===== src/rtl/spi_master_pkg.sv =====
// Shared types and widths for the SPI frame initiator.
package spi_master_pkg;

  typedef enum logic [1:0] {WR_ADDR, WR_DATA, RD_ADDR, RD_DATA} spi_cmd_e;

  typedef enum logic [2:0] {IDLE, SELECT, SHIFT, HOLD, WAIT, CAPTURE, GAP} state_e;

  localparam int WORD_W  = 10;
  localparam int DATA_W  = 8;
  localparam int HDR_CYC = 12;

endpackage


===== src/rtl/spi_master_shifter.sv =====
// Parallel-load shift-out register for the command word, plus an
// MSB-first shift-in register for the read reply.
module spi_master_shifter
  import spi_master_pkg::*;
(
  input  logic              clk,
  input  logic              rst_n,
  input  logic              load,
  input  logic              shift_out,
  input  logic              shift_in,
  input  logic [WORD_W-1:0] word,
  input  logic              miso,
  output logic              mosi_bit,
  output logic [DATA_W-1:0] cap_next
);

  logic [WORD_W-1:0] tx_q;
  logic [DATA_W-1:0] rx_q;

  always_ff @(posedge clk) begin
    if (!rst_n) begin
      tx_q <= '0;
      rx_q <= '0;
    end else begin
      if (load)
        tx_q <= word;
      else if (shift_out)
        tx_q <= {tx_q[WORD_W-2:0], 1'b0};
      if (shift_in)
        rx_q <= cap_next;
    end
  end

  assign mosi_bit = tx_q[WORD_W-1];
  // Includes the bit being sampled this cycle so the last capture can be
  // published in the same edge that ends CAPTURE.
  assign cap_next = {rx_q[DATA_W-2:0], miso};

endmodule


===== src/rtl/spi_master_frame.sv =====
// SPI initiator: serialises {cmd, din} MSB-first under SS_n and, for RD_DATA
// frames, captures the 8-bit MISO reply. SCK is the system clock.
module spi_master_frame
  import spi_master_pkg::*;
#(
  parameter int MISO_LAT = 2,
  parameter int IDLE_GAP = 1
) (
  input  logic        clk,
  input  logic        rst_n,
  input  logic        start,
  input  logic [1:0]  cmd,
  input  logic [7:0]  din,
  output logic        ready,
  output logic        busy,
  output logic        SS_n,
  output logic        MOSI,
  input  logic        MISO,
  output logic [7:0]  rx_data,
  output logic        rx_valid,
  output logic        done,
  output state_e      state_dbg
);

  // Handshake: a command transfers on a posedge where start && ready; ready
  // is high only in IDLE, and start is ignored (not queued) otherwise.

  localparam logic [3:0] SHIFT_LAST = 4'(WORD_W - 1);
  localparam logic [3:0] CAP_LAST   = 4'(DATA_W - 1);
  localparam logic [3:0] LAT_LAST   = 4'(MISO_LAT - 1);
  localparam logic [3:0] GAP_LAST   = 4'(IDLE_GAP - 1);

  state_e            state;
  logic [3:0]        cnt;
  logic              rd;
  logic              load, shift_out, shift_in;
  logic              mosi_bit;
  logic [DATA_W-1:0] cap_next;

  always_comb begin
    load      = 1'b0;
    shift_out = 1'b0;
    shift_in  = 1'b0;
    if (state == IDLE && start) load = 1'b1;
    if (state == SELECT || state == SHIFT) shift_out = 1'b1;
    if (state == CAPTURE) shift_in = 1'b1;
  end

  spi_master_shifter u_shifter (
    .clk       (clk),
    .rst_n     (rst_n),
    .load      (load),
    .shift_out (shift_out),
    .shift_in  (shift_in),
    .word      ({cmd, din}),
    .miso      (MISO),
    .mosi_bit  (mosi_bit),
    .cap_next  (cap_next)
  );

  always_ff @(posedge clk) begin
    if (!rst_n) begin
      state    <= IDLE;
      cnt      <= '0;
      rd       <= 1'b0;
      SS_n     <= 1'b1;
      MOSI     <= 1'b0;
      ready    <= 1'b1;
      busy     <= 1'b0;
      rx_data  <= '0;
      rx_valid <= 1'b0;
      done     <= 1'b0;
    end else begin
      done     <= 1'b0;
      rx_valid <= 1'b0;
      case (state)
        IDLE: if (start) begin
          state <= SELECT;
          rd    <= (spi_cmd_e'(cmd) == RD_DATA);
          cnt   <= '0;
          SS_n  <= 1'b0;
          MOSI  <= 1'b0;
          ready <= 1'b0;
          busy  <= 1'b1;
        end
        SELECT: begin
          state <= SHIFT;
          cnt   <= '0;
          MOSI  <= mosi_bit;
        end
        SHIFT: begin
          if (cnt == SHIFT_LAST) begin
            state <= HOLD;
            cnt   <= '0;
            MOSI  <= 1'b0;
          end else begin
            cnt  <= cnt + 4'd1;
            MOSI <= mosi_bit;
          end
        end
        HOLD: begin
          cnt <= '0;
          if (!rd) begin
            state <= GAP;
            SS_n  <= 1'b1;
            done  <= 1'b1;
          end else if (MISO_LAT == 0) begin
            state <= CAPTURE;
          end else begin
            state <= WAIT;
          end
        end
        WAIT: begin
          if (cnt == LAT_LAST) begin
            state <= CAPTURE;
            cnt   <= '0;
          end else begin
            cnt <= cnt + 4'd1;
          end
        end
        CAPTURE: begin
          if (cnt == CAP_LAST) begin
            state    <= GAP;
            cnt      <= '0;
            SS_n     <= 1'b1;
            done     <= 1'b1;
            rx_valid <= 1'b1;
            rx_data  <= cap_next;
          end else begin
            cnt <= cnt + 4'd1;
          end
        end
        GAP: begin
          if (cnt == GAP_LAST) begin
            state <= IDLE;
            cnt   <= '0;
            ready <= 1'b1;
            busy  <= 1'b0;
          end else begin
            cnt <= cnt + 4'd1;
          end
        end
        default: begin
          state <= IDLE;
          cnt   <= '0;
          SS_n  <= 1'b1;
          MOSI  <= 1'b0;
          ready <= 1'b1;
          busy  <= 1'b0;
        end
      endcase
    end
  end

  assign state_dbg = state;

endmodule


===== config.mk =====
export PLATFORM = sky130hd
export DESIGN_NAME = spi_master_frame
export DESIGN_NICKNAME = d
export VERILOG_FILES = /design/src/rtl/spi_master_pkg.sv /design/src/rtl/spi_master_shifter.sv /design/src/rtl/spi_master_frame.sv
export SDC_FILE = /design/constraint.sdc
export NUM_CORES = 1
export LEC_CHECK = 0
export ABC_AREA = 1
export BUFFER_PORTS_ARGS = -buffer_cell sky130_fd_sc_hd__buf_4
export CAP_MARGIN = 10
export CORE_MARGIN = 3
export CORE_UTILIZATION = 50
export DETAILED_ROUTE_END_ITERATION = 10
export PLACE_DENSITY = 0.76
export SYNTH_ARGS = -nofsm -noshare
export SYNTH_HDL_FRONTEND = slang
export SYNTH_SLANG_ARGS = --single-unit

===== constraint.sdc =====
create_clock -name clk -period 3.8 [get_ports clk]
set_input_delay 0.76 -clock clk [delete_from_list [all_inputs] [get_ports clk]]
set_output_delay 0.76 -clock clk [all_outputs]
set_load 0.03 [all_outputs]

==> results_dict.tcl, run 1 <==
set metrics [dict create \
    hold_class "reg2reg" \
    irDropWorstVdd_mv 0.364 \
    initialDrtViolationCount 123 \
    worst-setup-path-type "reg2out" \
    routed_wirelength_um 3810 \
    grt_usage_pct 19.3 \
    slowest_stage "dfxtp_1" \
    postSynthAreaPerCell_um2 7.66 \
    rows 21 \
    core_area_mm2 0.00344 \
    final_area_mm2 0.00220 \
    outcome "complete, no violations" \
    crit_arrival_ps 1130 \
    hold_start "u_shifter.tx_q[7]" \
    cp_max_fo 10 \
    period_needed_ps 1890 \
    synth_seq_cells 39 \
    startpoint_type "flop" \
    hold_ws_ps 464 \
    clk_path_buf_depth 2 \
    grt_max_degree 24 \
    final_util_pct 64.0 \
    ff2ff_setup_slack_ps 2230 \
    final_cell_mix "52 x nand2_1, 39 x dfxtp_1, 30 x buf_4" \
    drv_cap 0 \
    netlist_instances 241 \
    finalCritPeriodShare_pct 49.7 \
    timing.fmax_mhz 530 \
    num_antenna_cells 0 \
    drt-wirelength-per-cell_um 11.9 \
    dieWidth_um 66.8 \
    syn_nets 258 \
    worstPathRequired_ps 3040 \
    final.setup.tns_ps 0 \
    die_area_mm2 0.00446 \
    htreeDepth 2 \
    synthDistinctLibCells 31 \
    relSlewSlack_pct 66.3 \
    placed_cell_area_mm2 0.00209 \
    vias 1605 \
    io_pins 31 \
    io_buffers 30 \
    cp_top_family "flip-flops" \
    firstDrtPassIters 4 \
    synth_area_mm2 0.00185 \
    ctsResizeCount 0 \
    hold_viol_final 0 \
    cts_buffers 5 \
    grt_pass1_wl_um 6420 \
    clock_latency_ps 300 \
    synth_seq_area_share_pct 42.3 \
    worstMarginPinSlew_ps 502 \
    synth_edf_count 0 \
    holdBufCountCts 0 \
    power.density_mw_per_mm2 729 \
    nets 289 \
    path_cells "buf_4" \
    rsz0062_at_grt "false" \
    route.detailed.drc 0 \
    post_cts_buffers 0 \
    synth_ff_type "dfxtp_1" \
    start_util_pct 53.7 \
    hpwlAfterDp_um 2820 \
    grt_antenna_before_repair 0 \
    root_buffer "clkbuf_8" \
    r2r_cells 6 \
    worst-path-buf-inv 1 \
    report.final.setup_viol 0 \
    hold_depth 2 \
    async_flop_share_pct 0 \
    min_to "u_shifter.tx_q[7]" \
    yosysTopAreaCellShare_pct 42.3 \
    place.gp.congestion 0.877 \
    crit_path_max_incr_delay_ps 590 \
    reg2reg_from "state_dbg[0]" \
    fin_worst_skew_ps 5.96 \
    r2r_end "rx_data[6]" \
    grt_pass1_vias 1459 \
    ant_nets 0 \
    yosysWarnings 0 \
    yosysTopAreaCell "dfxtp_1" \
    drive_above_1_share_pct 23.4 \
    layout_commonest_cell "nand2_1" \
    overflow 0 \
    clkTransAtPathRegs_ps 70 \
    synth_area_leaders "dfxtp_1 42%, nand2_1 11%, a21oi_1 6.8%, nand3_1 6.0%, o21ai_0 5.1%" \
    areaGrowthSynthToFinish_pct 19.4 \
    numClockSinks 39 \
    die_h_um 66.8 \
    crit_path_end_kind "output pin" \
    drv_slew 0 \
    cts_tree "built" \
    leakagePower_nw 0.968 \
    post_drt_via_cell_ratio 5.03 \
]
## Yosys cell counts (3+ instances only)
| cell type | n |
|---|---|
| ha_1 | 3 |
| nor2_1 | 15 |
| nand3_1 | 22 |
| inv_1 | 19 |
| nand4_1 | 3 |
| dfxtp_1 | 39 |
| a21oi_1 | 25 |
| o21ai_0 | 19 |
| inv_2 | 8 |
| a31oi_1 | 4 |
| nand2_1 | 52 |
| nand2_2 | 3 |
| nor2_4 | 5 |
## state kept, by name (all words and copies together) (netlist names)
| name | flops |
|---|---|
| u_shifter.tx_q | 10 |
| rx_data | 8 |
| u_shifter.rx_q | 7 |
| cnt | 4 |
| state_dbg | 3 |
| MOSI | 1 |
| SS_n | 1 |
| busy | 1 |
| done | 1 |
| rd | 1 |
| ready | 1 |
| rx_valid | 1 |
## cell type report
type,count,area [µm²]
repair buffers,30,225
clock buffers,6,82.6
flip-flops and latches,39,781
clock inverters,2,35.0
well taps,46,57.6
multi-input cells,168,918
fillers,330,1240
inverters,28,105
## worst min-delay path: stages (launching register included)
cell	delay, ps
dfxtp_1	310
nand2_1	60
a21oi_1	50
## worst max path at each step
stage / startpoint / endpoint / depth (start not counted)
detailed placement: rst_n / rx_data[6] / 5
floorplan: state_dbg[2] / u_shifter.tx_q[5] / 8
global placement: rst_n / rx_data[1] / 5
global route: state_dbg[0] / state_dbg[0] / 1
CTS: state_dbg[0] / state_dbg[0] / 1
finish: state_dbg[0] / state_dbg[0] / 1
## metrics by stage
stage	instances	power, W	setup slack [ps]
2_1_floorplan	241	0.00111	2320
3_3_place_gp	311	0.00125	1780
3_5_place_dp	311	0.00126	1730
4_1_cts	319	0.00162	1900
5_1_grt	319	0.00173	1830
6_report	319	0.00161	1910
## report_power, final
group	total, W	switching, W	internal [W]
clock network	0.000354	0.000142	0.000212
registers	0.000565	0.0000748	0.000491
logic	0.000688	0.000454	0.000234
total	0.00161	0.000671	0.000937
## routing by layer
layer | track usage, % | part of all wire [%]
met5 | 0 | 0
met4 | 10.4 | 2.8
met3 | 6.41 | 5.7
met2 | 29.0 | 44
met1 | 24.3 | 48
## kinds of logic after synthesis
group / Yosys count / synth area share, %
xor+xnor: 2 / 0.949
simple gates: 110 / 31.0
buf+inv: 34 / 7.99
compound gates: 53 / 15.7
fa+ha+maj: 3 / 2.03
flops: 39 / 42.3
Note: power is estimated with default switching activity, not from simulation.
==> inputs of run 2 (changes only) <==
Settings changed: ABC_AREA 1 to 0, CORE_UTILIZATION 50 to 49, PLACE_DENSITY 0.76 to 0.78.
Clock period 3.8 ns to 1.54 ns, I/O delays scaled along.
==> run 2 against run 1 <==
  * The flow now finishes with violations (setup timing)
  * Worst hold slack got worse by 250 ps
  * Combinational power fell by 28%
  * Die area fell by 3.2%
  * Via count fell by 8.2%
  * Non-clock buffer count rose by 16
  * Area after synthesis fell by 5.5%
  * Sequential power rose by 100%
  * Synthesized cell count fell by 20%
  * Total power rose by 33%
  * Register-to-register slack got worse by 2300 ps
  * First-iteration DRC count fell by 28%
  * Setup slack got worse by 2000 ps
  * Critical endpoint is now cnt[0]
  * Largest power group is now registers
==> results_dict.tcl, run 2 <==
set metrics [dict create \
    htreeDepth 2 \
    layout_commonest_cell "buf_4" \
    die_h_um 65.7 \
    syn_nets 209 \
    leakagePower_nw 0.900 \
    dieWidth_um 65.7 \
    hold_class "in2reg" \
    drv_cap 0 \
    place_inst 268 \
    p_comb_share_pct 23.0 \
    core_area_mm2 0.00339 \
    hold_ws_ps 212 \
    clk_path_buf_depth 2 \
    fin_cells 279 \
    final_cell_mix "44 x buf_4, 34 x dfxtp_1, 27 x a21oi_1" \
    yosysWarnings 0 \
    timing.fmax_mhz 618 \
    grt_pass1_vias 1302 \
    nets 249 \
    final_area_mm2 0.00222 \
    cts_tree "built" \
    synthDistinctLibCells 41 \
    io_pins 31 \
    startpoint_type "flop" \
    routed_wirelength_um 3600 \
    clkTransAtPathRegs_ps 110 \
    irDropWorstVdd_mv 0.498 \
    synth_ff_type "dfxtp_1" \
    place.gp.congestion 0.794 \
    sw_frac_of_total_pct 30.7 \
    largest_reg_flops 10 \
    ant_nets 0 \
    top_register "u_shifter.tx_q" \
    numClockSinks 39 \
    final_util_pct 65.4 \
    yosysMostFrequentCell "dfxtp_1" \
    violations "setup timing" \
    rows 21 \
    fin_ws_ps -78.1 \
    relSlewSlack_pct 74.8 \
    placed_cell_area_mm2 0.00207 \
    power.density_mw_per_mm2 965 \
    drv_slew 0 \
    fill_cells 260 \
    r2r_cells 6 \
    period_needed_ps 1620 \
    synth_seq_cells 39 \
    initialDrtViolationCount 88 \
    areaGrowthSynthToFinish_pct 27.1 \
    p_int_w 0.00148 \
    worstPathRequired_ps 1770 \
    seq_area_um2 790 \
    synth_seq_area_share_pct 44.7 \
    grt_usage_pct 17.8 \
    grt_max_degree 22 \
    overflow 0 \
    drt-wirelength-per-cell_um 12.9 \
    synth_area_mm2 0.00175 \
    grt_pass1_wl_um 5890 \
    io_buffers 30 \
    holdBufCountCts 0 \
    yosysTopAreaCellShare_pct 44.7 \
    num_antenna_cells 0 \
    worstMarginPinSlew_ps 375 \
    clock_latency_ps 340 \
    async_flop_share_pct 0 \
    p_clk_share_pct 23.8 \
    die_area_mm2 0.00431 \
    cts_buffers 5 \
    cp_max_fo 3 \
    worst-setup-path-type "reg2reg" \
    post_drt_via_cell_ratio 5.28 \
    crit_path_end_kind "flop" \
    root_buffer "clkbuf_4" \
    fin_worst_skew_ps 9.75 \
    multi_input_area_um2 941 \
    top_regs "u_shifter.tx_q: 10 flops, rx_data: 8 flops, u_shifter.rx_q: 7 flops" \
    hpwlAfterDp_um 2520 \
    vias 1474 \
    hold_viol_final 0 \
    synth_area_leaders "dfxtp_1 45%, mux2i_1 9.7%, a21oi_1 7.7%, o21ai_0 4.9%, nand3_1 3.4%" \
    synth_edf_count 0 \
    rsz0062_at_grt "true" \
    grt_antenna_before_repair 0 \
    post-place-ws_ps -58.4 \
    report.final.setup_viol 3 \
    start_util_pct 51.5 \
    switching_power_w 0.000657 \
    postSynthAreaPerCell_um2 9.09 \
    synth_top_cells_by_count "39 x dfxtp_1, 27 x a21oi_1, 17 x mux2i_1, 17 x o21ai_0, 14 x nor2_1" \
    hold_depth 3 \
    seqPwrFrac_pct 53.1 \
    firstDrtPassIters 4 \
    finalCritPeriodShare_pct 105 \
    route.detailed.drc 0 \
    crit_arrival_ps 1850 \
    netlist_instances 192 \
    yosysTopAreaCell "dfxtp_1" \
    outcome "finished with violations" \
    drive_above_1_share_pct 32.6 \
]
[run 2: cell types whose count changed in the layout (fill, tap and decap cells not counted), moves of 4 or more]
cell | previous run | this run
nand3_1 | 22 | 12
inv_2 | 8 | 1
clkbuf_4 | 0 | 5
dfxtp_1 | 39 | 34
mux2i_1 | 0 | 17
clkbuf_8 | 6 | 0
dfxtp_2 | 0 | 4
nor2_4 | 5 | 1
buf_4 | 30 | 44
nand2_1 | 52 | 12
a31oi_1 | 4 | 0
inv_1 | 19 | 3
[run 2: repair_timing]
action                                  CTS  global route
gates resized for setup                   1            11
setup buffers                             2             1
pin swaps                                 1             5
endpoints found under the setup margin   12            24
[run 2: cell type report]
type                    count  share of cell area, %
inverters                   4                  0.677
well taps                  46                   2.59
flip-flops and latches     39                   35.6
clock buffers               6                   1.86
repair buffers             46                   16.3
multi-input cells         136                   42.4
clock inverters             2                  0.564
[run 2: per-layer routing]
metal  vias to the layer above  track usage (%)  share of wire (%)
li1                        755                -                  -
met5                         -                0                  0
met1                       687             23.2                 47
met4                         0             5.44                1.3
met3                         5             6.15                4.6
met2                        27             27.7                 47
[run 2: worst max-delay path: stages (launching register included)]
cell and delay [ps]:
dfxtp_2 340, inv_2 60, ha_4 120, or3b_1 340, a32o_2 270, a311oi_4 270
a21oi_1 100
[run 2: stage by stage]
stage	total power (W)	setup TNS [ps]
final	0.00214	-215
after CTS	0.00212	-206
after global placement	0.00161	-74.8
after global routing	0.00226	-542
after detailed placement	0.00162	-282
after floorplan	0.00149	0
[run 2: cells by family (layout without fill, tap and decap cells)]
family          Yosys count  after routing  share of synthesized area [%]
compound gates           55             55                           18.4
xor+xnor                  3              3                           1.51
fa+ha+maj                 3              3                           2.15
buf+inv                  17             58                           5.23
flops                    39             39                           44.7
mux                      17             17                           9.75
simple gates             58             58                           18.2
[run 2: worst paths after layout]
kind,slack [ps],end,startpoint
worst max-delay path,-80,cnt[0],cnt[1]
worst min-delay path,210,rx_data[0],MISO
worst max register to register,-80,cnt[0],cnt[1]
worst min register to register,470,u_shifter.rx_q[6],u_shifter.rx_q[6]
[run 2: power groups by stage]
stage / combinational [W] / clock [W] / sequential (W)
global route: 0.000543 / 0.000567 / 0.00115
detailed placement: 0.000465 / 0 / 0.00116
CTS: 0.000467 / 0.000522 / 0.00113
global placement: 0.000458 / 0 / 0.00116
finish: 0.000494 / 0.000511 / 0.00114
floorplan: 0.000304 / 0 / 0.00118
==> inputs of run 3 (changes only) <==
Settings changed: ABC_CLOCK_PERIOD_IN_PS set to 1600, CORE_UTILIZATION 49 to 50, PLACE_DENSITY 0.78 to 0.77, SLEW_MARGIN set to 20.
Clock period 1.54 ns to 1.6 ns, I/O delays scaled along.
==> run 3 against run 2 <==
  * The flow still finishes with violations (setup timing)
  * Sequential power fell by 4%
  * Via count rose by 1.4%
  * Sequential share of layout area fell by 0.080 points
  * Wire length rose by 8.9%
  * Setup slack improved by 36 ps
  * Sequential cell count did not move
  * Register-to-register slack improved by 40 ps
  * Global-route usage rose by 2.4 points
  * Highest routed layer unchanged
==> results_dict.tcl, run 3 (synthesis gave the netlist of run 2 again) <==
set metrics [dict create \
    placed_cell_area_mm2 0.00204 \
    largest_reg_flops 10 \
    drive_above_1_share_pct 33.3 \
    drt-wirelength-per-cell_um 14.1 \
    final_cell_mix "44 x buf_4, 34 x dfxtp_1, 26 x a21oi_1" \
    cts_buffers 5 \
    nets 250 \
    worst-setup-path-type "reg2reg" \
    finalCritPeriodShare_pct 103 \
    drv_slew 0 \
    violations "setup timing" \
    initialDrtViolationCount 77 \
    final_area_mm2 0.00222 \
    top_regs "u_shifter.tx_q: 10 flops, rx_data: 8 flops, u_shifter.rx_q: 7 flops" \
    grt_pass1_vias 1462 \
    crit_path_end_kind "flop" \
    rsz0062_at_grt "true" \
    r2r_end "cnt[2]" \
    fin_cells 278 \
    areaGrowthSynthToFinish_pct 27.4 \
    io_buffers 30 \
    fin_worst_skew_ps 8.16 \
    min_to "u_shifter.tx_q[0]" \
    grt_usage_pct 20.2 \
    numClockSinks 39 \
    cp_max_fo 2 \
    place.gp.congestion 0.810 \
    num_antenna_cells 0 \
    vias 1494 \
    core_area_mm2 0.00318 \
    grt_antenna_before_repair 0 \
    clk_path_buf_depth 2 \
    routed_wirelength_um 3920 \
    die_area_mm2 0.00424 \
    leakagePower_nw 0.916 \
    hold_depth 3 \
    outcome "finished with violations" \
    route.detailed.drc 0 \
    fill_cells 269 \
    rows 20 \
    post_drt_via_cell_ratio 5.37 \
    final_util_pct 70.0 \
    final.setup.tns_ps -102 \
    die_h_um 65.1 \
    power.density_mw_per_mm2 938 \
    place_inst 265 \
    top_register "u_shifter.tx_q" \
    hold_start "din[0]" \
    hold_viol_final 0 \
    worstMarginPinSlew_ps 423 \
    htreeDepth 2 \
    worstPathRequired_ps 1830 \
    crit_arrival_ps 1870 \
    ant_nets 0 \
    clock_latency_ps 340 \
    r2r_cells 8 \
    start_util_pct 54.9 \
    fin_ws_ps -42.2 \
    firstDrtPassIters 5 \
    cts_tree "built" \
    report.final.setup_viol 3 \
    grt_pass1_wl_um 6670 \
    drv_cap 0 \
    overflow 0 \
    startpoint_type "flop" \
    irDropWorstVdd_mv 0.659 \
    root_buffer "clkbuf_4" \
    clkTransAtPathRegs_ps 120 \
    hpwlAfterDp_um 2730 \
    ff2ff_setup_slack_ps -40 \
    reg2reg_from "cnt[1]" \
    dieWidth_um 65.1 \
    hold_ws_ps 224 \
    io_pins 31 \
    grt_max_degree 22 \
    period_needed_ps 1640 \
    relSlewSlack_pct 71.5 \
    timing.fmax_mhz 609 \
    layout_commonest_cell "buf_4" \
    hold_class "in2reg" \
]
-- run 3: critical path, cell delays in order (launching register included) --
cell and delay [ps]:
dfxtp_2 350, inv_2 50, ha_4 140, buf_4 120
nand3b_1 140, a32o_2 260, buf_6 110, nor2_2 40
a221oi_1 330
-- run 3: through the flow --
stage               total power (W)  worst slack [ps]
floorplan                   0.00142              46.7
finish                      0.00208             -42.2
detailed placement          0.00156             -75.3
global placement            0.00154              24.9
CTS                         0.00207             -42.8
global route                0.00220             -99.5
-- run 3: power breakdown --
| group | total, W | switching (W) | internal (W) |
|---|---|---|---|
| clock network | 0.000487 | 0.000318 | 0.000170 |
| logic | 0.000505 | 0.000265 | 0.000240 |
| registers | 0.00109 | 0.0000520 | 0.00104 |
| total | 0.00208 | 0.000635 | 0.00145 |
-- run 3: worst max-delay path by stage --
stage / start / end / slack, ps
detailed placement: cnt[1] / cnt[3] / -80
global placement: cnt[1] / cnt[3] / 20
floorplan: cnt[1] / cnt[3] / 50
finish: cnt[1] / cnt[2] / -40
global route: cnt[1] / cnt[3] / -100
CTS: cnt[1] / cnt[3] / -40
-- run 3: layout make-up --
class,count,area (µm²),share of cell area (%)
Clock buffer,6,41.3,1.86
Multi-Input combinational cell,136,937,42.1
Inverter,4,15.0,0.675
Timing Repair Buffer,47,373,16.8
Tap cell,44,55.1,2.48
Sequential cell,39,790,35.5
Clock inverter,2,12.5,0.563
-- run 3: what timing repair did --
action	CTS	global route
setup buffers	2	3
endpoints found under the hold margin	0	0
setup endpoints to repair	3	24
pin swaps	5	5
resized for setup	9	12
cloned	0	0
hold buffers	0	0
-- run 3: metal layers --
layer  track usage [%]  vias up  share of wire [%]  wire length (µm)
li1                  -      758                  -                 -
met1              25.4      688                 43              1680
met2              34.0       38                 51              1990
met3              4.16       10                4.6               179
met4              7.77        0                1.8                70
met5                 0        -                  0                 0
